## src/rtl/neuron_pkg.sv

```systemverilog
// Shared width and clamp constants for the neuron multiply-accumulate datapath.
package neuron_pkg;

    localparam int WEIGHT_W = 19;
    localparam int PIXEL_W  = 10;
    localparam int PROD_W   = WEIGHT_W + PIXEL_W;
    localparam int ACC_W    = 26;

    localparam logic signed [ACC_W-1:0] ACC_MAX = {1'b0, {(ACC_W-1){1'b1}}};
    localparam logic signed [ACC_W-1:0] ACC_MIN = {1'b1, {(ACC_W-1){1'b0}}};

endpackage : neuron_pkg

```

## src/rtl/neuron_sat_add.sv

```systemverilog
// Stateless saturating adder: product + accumulator, clamped to the accumulator range.
module neuron_sat_add
    import neuron_pkg::*;
#(
    parameter int PROD_W = neuron_pkg::PROD_W,
    parameter int ACC_W  = neuron_pkg::ACC_W
) (
    input  logic signed [PROD_W-1:0] prod_i,
    input  logic signed [ACC_W-1:0]  acc_i,
    output logic signed [ACC_W-1:0]  sum_o
);

    // One guard bit above the wider operand makes the raw sum exact.
    localparam int SUM_W = ((PROD_W > ACC_W) ? PROD_W : ACC_W) + 1;

    localparam logic signed [SUM_W-1:0] SUM_MAX = {{(SUM_W-ACC_W+1){1'b0}}, {(ACC_W-1){1'b1}}};
    localparam logic signed [SUM_W-1:0] SUM_MIN = ~SUM_MAX;

    logic signed [SUM_W-1:0] prod_ext;
    logic signed [SUM_W-1:0] acc_ext;
    logic signed [SUM_W-1:0] sum_full;

    // NOTE: combinational logic uses blocking '=' and assigns every output a
    // default first, so no path can leave a value held and infer a latch.
    always_comb begin
        prod_ext = {{(SUM_W-PROD_W){prod_i[PROD_W-1]}}, prod_i};
        acc_ext  = {{(SUM_W-ACC_W){acc_i[ACC_W-1]}}, acc_i};
        sum_full = prod_ext + acc_ext;
        sum_o    = sum_full[ACC_W-1:0];
        if (sum_full > SUM_MAX) begin
            sum_o = SUM_MAX[ACC_W-1:0];
        end else if (sum_full < SUM_MIN) begin
            sum_o = SUM_MIN[ACC_W-1:0];
        end
    end

endmodule : neuron_sat_add

```

## src/rtl/neuron.sv

```systemverilog
// Two-stage pipelined neuron: signed weight x unsigned pixel product register,
// followed by a saturating accumulator that drives Out_o straight from a flop.
module neuron
    import neuron_pkg::*;
#(
    parameter int WEIGHT_W = neuron_pkg::WEIGHT_W,
    parameter int PIXEL_W  = neuron_pkg::PIXEL_W,
    parameter int ACC_W    = neuron_pkg::ACC_W
) (
    input  logic                       Clk_i,
    input  logic                       GlobalReset_i,
    input  logic signed [WEIGHT_W-1:0] Weight_i,
    input  logic        [PIXEL_W-1:0]  Pixel_i,
    input  logic                       Mult_en_i,
    input  logic                       Add_en_i,
    output logic signed [ACC_W-1:0]    Out_o
);

    localparam int PRODUCT_W = WEIGHT_W + PIXEL_W;

    logic signed [PRODUCT_W-1:0] weight_ext;
    logic signed [PRODUCT_W-1:0] pixel_ext;
    logic signed [PRODUCT_W-1:0] prod_d, prod_q;
    logic signed [ACC_W-1:0]     acc_d, acc_q;
    logic signed [ACC_W-1:0]     sat_sum;

    neuron_sat_add #(
        .PROD_W (PRODUCT_W),
        .ACC_W  (ACC_W)
    ) u_sat_add (
        .prod_i (prod_q),
        .acc_i  (acc_q),
        .sum_o  (sat_sum)
    );

    // The pixel gets a zero top bit, so the signed product is exact in PRODUCT_W bits.
    always_comb begin
        weight_ext = {{(PRODUCT_W-WEIGHT_W){Weight_i[WEIGHT_W-1]}}, Weight_i};
        pixel_ext  = {{(PRODUCT_W-PIXEL_W){1'b0}}, Pixel_i};
        prod_d     = '0;
        acc_d      = acc_q;
        if (Mult_en_i) begin
            prod_d = weight_ext * pixel_ext;
        end
        if (Add_en_i) begin
            acc_d = sat_sum;
        end
    end

    // NOTE: state registers use non-blocking '<=' so every flop samples the
    // pre-edge values and the two stages advance together without races.
    always_ff @(posedge Clk_i) begin
        if (GlobalReset_i) begin
            prod_q <= '0;
            acc_q  <= '0;
        end else begin
            prod_q <= prod_d;
            acc_q  <= acc_d;
        end
    end

    assign Out_o = acc_q;

endmodule : neuron

```

## config.mk

```make
export PLATFORM = sky130hd
export DESIGN_NAME = neuron
export DESIGN_NICKNAME = d
export VERILOG_FILES = /design/src/rtl/neuron_pkg.sv /design/src/rtl/neuron_sat_add.sv /design/src/rtl/neuron.sv
export SDC_FILE = /design/constraint.sdc
export NUM_CORES = 1
export LEC_CHECK = 0
export CAP_MARGIN = 20
export CORE_MARGIN = 2
export CORE_UTILIZATION = 60
export DETAILED_ROUTE_END_ITERATION = 8
export PLACE_DENSITY = 0.85
export SYNTH_ARGS = -nofsm -noshare
export SYNTH_HDL_FRONTEND = slang
export SYNTH_SLANG_ARGS = --single-unit
```

## constraint.sdc

```tcl
create_clock -name Clk_i -period 7.65 [get_ports Clk_i]
set_clock_uncertainty 0.05 [all_clocks]
set_input_delay 1.1475 -clock Clk_i [delete_from_list [all_inputs] [get_ports Clk_i]]
set_output_delay 1.1475 -clock Clk_i [all_outputs]
set_load 0.005 [all_outputs]
```

After elaboration in Yosys (flattened, before gate mapping)
Cells that the tools add are included.

word-level totals
  flip-flop bits (word level) = 55
  input port bits = 33
  output and inout bits = 26
  word-level logic and storage cells = 10

cells by class
  add/sub/neg operators = 1
  multipliers = 1
  magnitude comparators = 2
  multiplexer cells = 2
  bitwise logic cells = 1
  reductions and logical operators = 1

operators with widths
  kind                                                                     number
  26-bit two-way mux                                                       2
  29-bit by 26-bit adder with 30-bit output                                1
  30-bit by 26-bit > comparator with 1-bit output (second input constant)  1
  30-bit by 26-bit < comparator with 1-bit output (second input constant)  1
  19-bit by 11-bit multiplier with 29-bit output                           1
  2-bit OR reduction                                                       1
  1-bit NOT                                                                1

Depth between registers and ports, before layout
Gate-level depths: netlist of the first run.

  depth after elaboration = 4
  depth in mapped cells = 23
  mapped depth without buffers = 21

By module
A second synthesis of the first run with hierarchy kept.

second synthesis, totals
  cell total of the unflattened synthesis = 1202
  area, all modules = 10342.4 um^2

by module, submodules not included
  module          instances  cells each  area an instance (um^2)  seq. area each (um^2)
  neuron          1          958         8579.5                   1101.1
  neuron_sat_add  1          244         1762.9                   0.0

Least setup slack after synthesis of the first run
OpenSTA, ideal clock, no wires.

  path type = input to register
  start = in Pixel_i[5]
  end = reg prod_q[28]
  library setup time = 0.128 ns
  arrival time = 6.109 ns
  required time = 7.472 ns
  setup slack = 1.363 ns
  stages on the path = 21
  buffers on the path = 2
  path through = clkbuf_1 -> clkbuf_1 -> nand2_1 -> fa_1 -> inv_1 -> fa_1 -> fa_1 -> fa_1 -> inv_1 -> fa_1 -> inv_1 -> ha_1 -> and3_1 -> nand3_1 -> o31ai_1 -> o21ai_0 -> nand2_1 -> a211oi_1 -> o31ai_1 -> xnor2_1 -> nor2_1

on the way
  longest elaborated chain between the ends = 1

ends and longest elaborated chain
  element                                         line          text
  from (decl)                                     neuron.sv:13  input logic [PIXEL_W-1:0] Pixel_i,
  19-bit by 11-bit multiplier with 29-bit output  neuron.sv:43  prod_d = weight_ext * pixel_ext;
  to (signal assigned)                            neuron.sv:57  prod_q <= prod_d;
  to (decl)                                       neuron.sv:23  logic signed [PRODUCT_W-1:0] prod_d, prod_q;

No other way between the ends.
A chain may end at the register's enable or synchronous reset.

Worst setup path in the final report of the first run
  start = in Pixel_i[6]
  end = reg prod_q[28]

Same word-level chain as after synthesis.

==> results of run 1 <==
==> worst max-delay path by stage <==
stage / to / cells after the start / startpoint / slack [ps]
floorplan: prod_q[28] / 21 / Pixel_i[5] / 1360
global placement: prod_q[28] / 21 / Pixel_i[6] / 640
detailed placement: prod_q[28] / 21 / Pixel_i[6] / 530
CTS: prod_q[28] / 21 / Pixel_i[6] / 830
global route: prod_q[28] / 20 / Pixel_i[4] / 380
finish: prod_q[28] / 21 / Pixel_i[6] / 730
==> layout by cell type, fill, tap and decap left out, types with 4 or more instances in the layout <==
| cell | instances |
|---|---|
| sky130_fd_sc_hd__o31ai_1 | 4 |
| sky130_fd_sc_hd__fa_1 | 167 |
| sky130_fd_sc_hd__clkdlybuf4s50_1 | 58 |
| sky130_fd_sc_hd__or4_1 | 4 |
| sky130_fd_sc_hd__nand2b_1 | 8 |
| sky130_fd_sc_hd__nor2b_1 | 6 |
| sky130_fd_sc_hd__nand2_1 | 139 |
| sky130_fd_sc_hd__a211oi_1 | 9 |
| sky130_fd_sc_hd__xor2_1 | 16 |
| sky130_fd_sc_hd__nand4_1 | 7 |
| sky130_fd_sc_hd__o211ai_1 | 10 |
| sky130_fd_sc_hd__a21o_1 | 22 |
| sky130_fd_sc_hd__buf_4 | 6 |
| sky130_fd_sc_hd__xnor2_1 | 26 |
| sky130_fd_sc_hd__o21ai_0 | 27 |
| sky130_fd_sc_hd__ha_1 | 93 |
| sky130_fd_sc_hd__or3_1 | 23 |
| sky130_fd_sc_hd__o21a_1 | 8 |
| sky130_fd_sc_hd__and3_1 | 11 |
| sky130_fd_sc_hd__and2_1 | 87 |
| sky130_fd_sc_hd__inv_1 | 229 |
| sky130_fd_sc_hd__a21oi_1 | 48 |
| sky130_fd_sc_hd__dfxtp_1 | 55 |
| sky130_fd_sc_hd__nor2_1 | 71 |
| sky130_fd_sc_hd__a21boi_0 | 4 |
| sky130_fd_sc_hd__nand3_1 | 10 |
| sky130_fd_sc_hd__o32ai_1 | 24 |
| sky130_fd_sc_hd__nor3_1 | 14 |
| sky130_fd_sc_hd__clkbuf_16 | 5 |
==> cell type report <==
type | instances | area (µm²)
fill | 1359 | 5530
tap | 220 | 275
inverter | 229 | 860
clock inverter | 3 | 33.8
sequential | 55 | 1100
multi-input combinational | 880 | 8100
timing repair buffer | 64 | 626
clock buffer | 5 | 125
==> worst reg2reg max path, stage by stage (launching register included) <==
cell and delay, ps:
sky130_fd_sc_hd__dfxtp_1 350, sky130_fd_sc_hd__ha_1 260, sky130_fd_sc_hd__fa_1 440, sky130_fd_sc_hd__a211oi_1 250
sky130_fd_sc_hd__o21a_1 250, sky130_fd_sc_hd__a211o_1 160, sky130_fd_sc_hd__a221o_1 290, sky130_fd_sc_hd__a211oi_2 120
sky130_fd_sc_hd__or3_1 340, sky130_fd_sc_hd__a2111o_1 470, sky130_fd_sc_hd__o21ai_4 560, sky130_fd_sc_hd__o32ai_1 200
==> power groups by stage <==
| stage | registers [mW] | logic, mW | clock network [mW] |
|---|---|---|---|
| floorplan | 0.464 | 2.83 | 0 |
| global placement | 0.481 | 3.48 | 0 |
| detailed placement | 0.485 | 3.59 | 0 |
| CTS | 0.478 | 3.61 | 0.244 |
| global route | 0.488 | 4.13 | 0.253 |
| finish | 0.479 | 3.61 | 0.238 |
==> through the flow <==
step | power (mW) | worst slack, ps
finish | 4.33 | 725
global route | 4.87 | 375
CTS | 4.33 | 827
detailed placement | 4.08 | 526
global placement | 3.96 | 642
floorplan | 3.29 | 1360
==> per-layer routing <==
layer	global-route usage [%]	vias to the layer above
met4	5.38	0
met1	35.9	3916
met5	0	-
met3	3.04	27
met2	42.5	296
li1	-	3943
==> sequential cells by signal, indices dropped and copies added (netlist names) <==
signal and cells:
prod_q 29, Out_o 26
==> cells by family (layout without fill, tap and decap cells) <==
logic type | Yosys count | count (layout) | share of synthesized area, %
buf+inv | 282 | 301 | 10.5
flops | 55 | 55 | 10.7
fa+ha+maj | 260 | 260 | 43.9
simple gates | 387 | 387 | 18.3
xor+xnor | 43 | 43 | 3.74
compound gates | 190 | 190 | 12.9
==> summary.md, run 1 <==
| Metric | Value |
|---|---|
| Antenna violations before repair | 0 |
| Number of buffers between clock root and the deepest sink | 2 |
| Starting density of the core | 61.7% |
| HPWL reported at the end of detailed placement | 18.4 mm |
| Switching Share | 51.3% |
| Nature of the critical path startpoint | primary input |
| Power density of the placed cells | roughly 390 nW/µm² |
| Number of non-filler instances in the completed layout | 1456 |
| Site row count | 47 |
| Amount of wire on met2 after detailed routing | 10.3 mm |
| Library cells used by synthesis | 57 |
| Clock-pin slew on the worst setup and hold paths | approximately 70 ps |
| Met3 wirelength from detailed routing | 1.56 mm |
| Relative contribution of the clock network to total power | 5.5% |
| Global-route wire length before repair | 37.7 mm |
| Met1 Wirelength | just under 10 mm |
| Fraction of synthesized cell area taken by the top area cell type | 32.5% |
| Cell Int Power | 2.11 mW |
| Cells resized by post-CTS repair | 0 |
| EDFF count, synth | 0 |
| Library cell used as clock root buffer | sky130_fd_sc_hd__clkbuf_16 |
| Most instantiated flip-flop cell in the synthesis netlist | sky130_fd_sc_hd__dfxtp_1 |
| Share of the clock period used by the worst path | 90.5% |
| Number of hold-slack violations in the final timing report | 0 |
| Post-DR wirelength/cell | between 15 and 20 µm |
| Worst hold path type | register to register |
| Max-slew headroom | a little over two fifths |
| Average via count per standard cell | 5.62 |
| Shortest period the worst path allows | 6920 ps |
| Global placement routability congestion | 0.924 |
| Num ports | 59 |
| Worst r2r dst | Out_o[4] |
| Crit path capture type | register |
| Top layer reached by signal wires | met4 |
| Synth area leaders | sky130_fd_sc_hd__fa_1, sky130_fd_sc_hd__ha_1, sky130_fd_sc_hd__dfxtp_1 |
| Maximum fanout along the worst path | 19 |
| Total standard cell area after synthesis | roughly 10000 µm² |
| Area post-placement | 11000 µm² |
| Remaining DRCs | 0 |
| Final setup viols | 0 |
| Drt first pass iters | 5 |
| Layout Cell Area excl Fill | 11100 µm² |
| Post-synthesis cell count | approximately 1200 |
| Startpoint of the most critical hold path | Out_o[3] |
| Max VDD drop | 0.000220 V |
| Core box area | 16600 µm² |
| Sequential group share of total power | 11.1% |
| Setup_tns | 0 ps |
| Power dissipated by switching net loads | 2.22 mW |
| Count of buffers added by post-CTS timing repair for setup | 0 |
| CTS tree | yes |
| Hold-fix buffers, CTS | 0 |
| GRT Overall Usage | between 20% and 30% |
| Layout cells sized above 1 | 1.78% |
| # H-tree levels | 2 |
| Leakage power figure | between 5 and 6 nW |
| Launching point of the worst reg2reg path | Out_o[0] |
| Pins over their slew limit | 0 |
| Combinational share of power | 83.4% |
| Die Width | between 100 and 150 µm |
| Worst Reg2Reg Path Length in Cells | 11 |
| Max-capacitance violation count | 0 |
| Crit path top cell by count | sky130_fd_sc_hd__fa_1 |
| Slew at the pin closest to its max-slew limit | between 800 and 900 ps |
| Sequential share of the synthesized area | 10.7% |
| Largest area contributor in the synthesized netlist | sky130_fd_sc_hd__fa_1 |
| Crit path largest cell delay | a little under 800 ps |
| Nets | ~1500 |
| Setup repair after global routing missed its margin | false |
| Overflow left after global routing | 0 |
| Routed vias | 8182 |
| Final-layout worst hold slack | 522 ps |
| Insertion delay of the later-clocked pin in the worst-skew pair | 300 ps |
| Cell breakdown of the critical path | clkdlybuf4s50_1, and2_1, fa_1, inv_1, fa_1, inv_1, fa_1, fa_1, inv_1, fa_1, inv_1, ha_1, and3_1, o211ai_1, o31ai_1, o21ai_0, nand2_1, a211oi_1, o31ai_1, xnor2_1, nor2_1 |
| Worst hold stages | 2 |
| Port buffer count | between 50 and 60 |
| Number of buffers inserted during clock tree synthesis | 5 |
| Detailed Route Iter0 Violations | 548 |
| Worst path buffer plus inverter count | 5 |
| Crit path required time | 7760 ps |
| Cell family contributing the most delay on the critical path | adder cells |
| Post-synthesis net count | 1510 |
| Type of the worst setup path | primary input to register |
| Post-detailed-route count of antenna-violating nets | 0 |
| Count leader, synth | sky130_fd_sc_hd__inv_1 |
| Number of placed instances, taps included | around 1400 |
| Highest-delay cell along the critical path | sky130_fd_sc_hd__clkdlybuf4s50_1 |
| Clock sink count | 55 |
| Run status | finished clean |
| Max frequency | 144 MHz |
| Average footprint of a synthesized cell | 8.44 µm² |
| Reg2Reg Setup Slack | 3750 ps |
| Largest net degree at the start of global routing | 54 |
| Signal arrival time at the worst endpoint | 7040 ps |
| Worst Hold End | Out_o[3] |
| Share of async-settable or async-resettable flops after synthesis | 0% |
| Area Overhead vs Synth | 8.21% |
| Flip-flop and latch count after synthesis | 55 |
| Via count of the first global-routing pass | between 8000 and 9000 |
| Vertical die dimension | 135 µm |
| Synth top cells by count | sky130_fd_sc_hd__inv_1, sky130_fd_sc_hd__fa_1, sky130_fd_sc_hd__nand2_1 |
| Die footprint | 18200 µm² |
| Final wirelength | about 22 mm |
| Ant diodes | 0 |
| Post-layout util | 66.8% |
| Count of synthesis-stage warnings from yosys | 0 |
Note: power is estimated with default switching activity, not from simulation.
==> run 2: changes to the inputs <==
--- a/config.mk
+++ b/config.mk
@@ -5,7 +5,6 @@
 export SDC_FILE = /design/constraint.sdc
 export NUM_CORES = 1
 export LEC_CHECK = 0
-export CAP_MARGIN = 20
 export CORE_MARGIN = 2
 export CORE_UTILIZATION = 60
 export DETAILED_ROUTE_END_ITERATION = 8
==> results of run 2 <==
Final layout, timing and power as in run 1 (identical DEF).
==> run 3: changes to the inputs <==
--- a/config.mk
+++ b/config.mk
@@ -5,9 +5,11 @@
 export SDC_FILE = /design/constraint.sdc
 export NUM_CORES = 1
 export LEC_CHECK = 0
+export ABC_AREA = 1
 export CORE_MARGIN = 2
 export CORE_UTILIZATION = 60
 export DETAILED_ROUTE_END_ITERATION = 8
+export GPL_TIMING_DRIVEN = 0
 export PLACE_DENSITY = 0.85
 export SYNTH_ARGS = -nofsm -noshare
 export SYNTH_HDL_FRONTEND = slang
==> summary.md, run 3 <==
| Metric | Value |
|---|---|
| Cell Int Power | 1.78 mW |
| Cells resized by post-CTS repair | 0 |
| Reg2Reg Setup Slack | 4740 ps |
| Largest net degree at the start of global routing | 21 |
| Ant diodes | 0 |
| CTS tree | yes |
| Routed vias | 9279 |
| Crit path largest cell delay | about 700 ps |
| Switching Share | 56.7% |
| Max-capacitance violation count | 0 |
| Most instantiated flip-flop cell in the synthesis netlist | sky130_fd_sc_hd__dfxtp_1 |
| Antenna violations before repair | 0 |
| Worst hold stages | 2 |
| Max-slew headroom | a little under half |
| Total standard cell area after synthesis | 10800 µm² |
| Post-synthesis cell count | 1514 |
| Nature of the critical path startpoint | primary input |
| Die footprint | 19100 µm² |
| Flip-flop and latch count after synthesis | 55 |
| Clock sink count | 55 |
| Number of buffers inserted during clock tree synthesis | 5 |
| GRT Overall Usage | 27.4% |
| Post-synthesis net count | 1807 |
| Vertical die dimension | 138 µm |
| Number of buffers between clock root and the deepest sink | 2 |
| Pins over their slew limit | 0 |
| Power density of the placed cells | between 300 and 400 nW/µm² |
| Cell breakdown of the critical path | clkbuf_1, clkbuf_1, nand2_1, fa_1, fa_1, inv_1, fa_1, fa_1, inv_1, fa_1, inv_1, ha_1, nand2_1, nor2_1, nand2_1, o311ai_1, nand2_1, nand2_1, o21ai_0, a21oi_1 |
| Die Width | 138 µm |
| Setup_tns | 0 ps |
| Worst Reg2Reg Path Length in Cells | 15 |
| Starting density of the core | 60.7% |
| Synth area leaders | sky130_fd_sc_hd__fa_1, sky130_fd_sc_hd__nand2_1, sky130_fd_sc_hd__inv_1 |
| Fraction of synthesized cell area taken by the top area cell type | 30.9% |
| Relative contribution of the clock network to total power | 5.9% |
| Run status | finished clean |
| Final setup viols | 0 |
| Nets | between 1500 and 2000 |
| Synth top cells by count | sky130_fd_sc_hd__nand2_1, sky130_fd_sc_hd__inv_1, sky130_fd_sc_hd__fa_1 |
| Worst Hold End | Out_o[2] |
| EDFF count, synth | 0 |
| # H-tree levels | 2 |
| Placement-stage worst setup slack | 802 ps |
| Launching point of the worst reg2reg path | Out_o[0] |
| Layout cells sized above 1 | 3.42% |
| Combinational share of power | 83.7% |
| Crit path required time | 7820 ps |
| Max VDD drop | 0.000195 V |
| Sequential share of the synthesized area | between 10% and 20% |
| Worst hold path type | register to register |
| Shortest period the worst path allows | 6600 ps |
| Max frequency | 152 MHz |
| Count of buffers added by post-CTS timing repair for setup | 0 |
| Signal arrival time at the worst endpoint | 6770 ps |
| Average footprint of a synthesized cell | 7.15 µm² |
| Commonest cells after routing, fill and taps aside | sky130_fd_sc_hd__nand2_1, sky130_fd_sc_hd__inv_1, sky130_fd_sc_hd__fa_1 |
| Library cells used by synthesis | 33 |
| Count of synthesis-stage warnings from yosys | 0 |
| Sequential group share of total power | 10.4% |
| Port buffer count | 29 |
| Final wirelength | 25.3 mm |
| Area Overhead vs Synth | 6.77% |
| Register with the most flip-flops | prod_q |
| Overflow left after global routing | 0 |
| Detailed Route Iter0 Violations | 491 |
| Global placement routability congestion | 0.958 |
| Hold-fix buffers, CTS | 0 |
| Drt first pass iters | 5 |
| Count leader, synth | sky130_fd_sc_hd__nand2_1 |
| Commonest non-fill, non-tap cell in the layout | sky130_fd_sc_hd__nand2_1 |
| Share of the clock period used by the worst path | 86.2% |
| Flip-flop count of the largest register after layout | 29 |
| Num ports | approximately 60 |
| Clock-pin slew on the worst setup and hold paths | 80 ps |
| Post-DR wirelength/cell | ~14 µm |
| Startpoint of the most critical hold path | Out_o[2] |
| Post-layout util | 64.8% |
| Power dissipated by switching net loads | roughly 2.3 mW |
| Slew at the pin closest to its max-slew limit | 784 ps |
| Remaining DRCs | 0 |
| Average via count per standard cell | 5.21 |
| Insertion delay of the later-clocked pin in the worst-skew pair | 310 ps |
| Highest-delay cell along the critical path | sky130_fd_sc_hd__o311ai_1 |
| Site row count | 49 |
| Worst r2r dst | Out_o[23] |
| Crit path capture type | register |
| HPWL reported at the end of detailed placement | 22.0 mm |
| Core box area | 17800 µm² |
| Setup repair after global routing missed its margin | false |
| Global-route wire length before repair | 43.8 mm |
| Worst Setup Slack, final | 1050 ps |
| Via count of the first global-routing pass | 9684 |
| Largest area contributor in the synthesized netlist | sky130_fd_sc_hd__fa_1 |
| Type of the worst setup path | primary input to register |
| Number of hold-slack violations in the final timing report | 0 |
| Share of async-settable or async-resettable flops after synthesis | 0% |
| Post-detailed-route count of antenna-violating nets | 0 |
| Library cell used as clock root buffer | sky130_fd_sc_hd__clkbuf_16 |
| Leakage power figure | 6.70 nW |
| Maximum fanout along the worst path | 10 |
==> run 3: changes by cell type after synthesis, moves of 11 or more <==
cell                      before  now
sky130_fd_sc_hd__a21o_1       22    3
sky130_fd_sc_hd__a21oi_1      48   79
sky130_fd_sc_hd__a21oi_2       0   25
sky130_fd_sc_hd__and2_1       87    0
sky130_fd_sc_hd__inv_1       229  397
sky130_fd_sc_hd__nand2_1     139  419
sky130_fd_sc_hd__nand3_1      10   26
sky130_fd_sc_hd__nor2_1       71   60
sky130_fd_sc_hd__o21ai_0      27   60
sky130_fd_sc_hd__o32ai_1      24    0
sky130_fd_sc_hd__or3_1        23    0
==> run 3: power by group through the flow <==
stage	combinational (mW)	sequential, mW	clock [mW]
after floorplan	2.62	0.414	0
after global placement	3.28	0.427	0
after detailed placement	3.40	0.431	0
after CTS	3.42	0.424	0.244
after global routing	3.95	0.434	0.254
final	3.43	0.426	0.242
==> run 3: layout make-up <==
class	count	area, µm²
multi-input combinational	1013	8020
fill	1542	6280
inverter	397	1490
sequential	55	1100
timing repair buffer	29	290
tap	229	287
buffer	49	214
clock buffer	5	125
clock inverter	3	31.3
==> run 3: critical path, delay by kind of cell <==
family	cells	cell delay [ps]
adders and majority gates	6	2960
buffers and inverters	5	1030
AOI/OAI and AO/OA	3	940
and+or+nand+nor	6	670
==> run 3: worst max-delay path by stage <==
stage,endpoint,depth (start not counted),slack (ps),from
2_1_floorplan,prod_q[16],20,1690,Pixel_i[5]
3_3_place_gp,prod_q[24],20,870,Pixel_i[2]
6_report,prod_q[24],20,1050,Pixel_i[2]
4_1_cts,prod_q[24],20,1110,Pixel_i[2]
3_5_place_dp,prod_q[24],20,800,Pixel_i[2]
5_1_grt,prod_q[24],20,680,Pixel_i[2]
==> run 3: logic make-up after synthesis <==
group / after synthesis / share of synthesized area [%]
XOR/XNOR: 31 / 2.51
flip-flops: 55 / 10.2
buffers and inverters: 446 / 15.7
adder cells (fa/ha/maj): 260 / 41.6
AO/OA/AOI/OAI: 187 / 10.1
AND/OR/NAND/NOR: 535 / 19.8
==> run 3: metal layers <==
layer / vias up / part of all wire [%] / GRT usage (%)
met3: 57 / 5.9 / 2.60
met1: 4372 / 43 / 36.0
met5: - / 0 / 0
li1: 4537 / - / -
met4: 0 / 2.9 / 8.49
met2: 313 / 48 / 48.0
==> run 3: stage by stage <==
stage | hold slack [ps] | power [mW] | cells | instance area (µm²)
6_report | 515 | 4.10 | 1780 | 11600
5_1_grt | 553 | 4.64 | 1780 | 11600
4_1_cts | 516 | 4.09 | 1780 | 11600
3_5_place_dp | 497 | 3.83 | 1772 | 11400
3_3_place_gp | 489 | 3.71 | 1772 | 11400
2_1_floorplan | 467 | 3.03 | 1514 | 10800
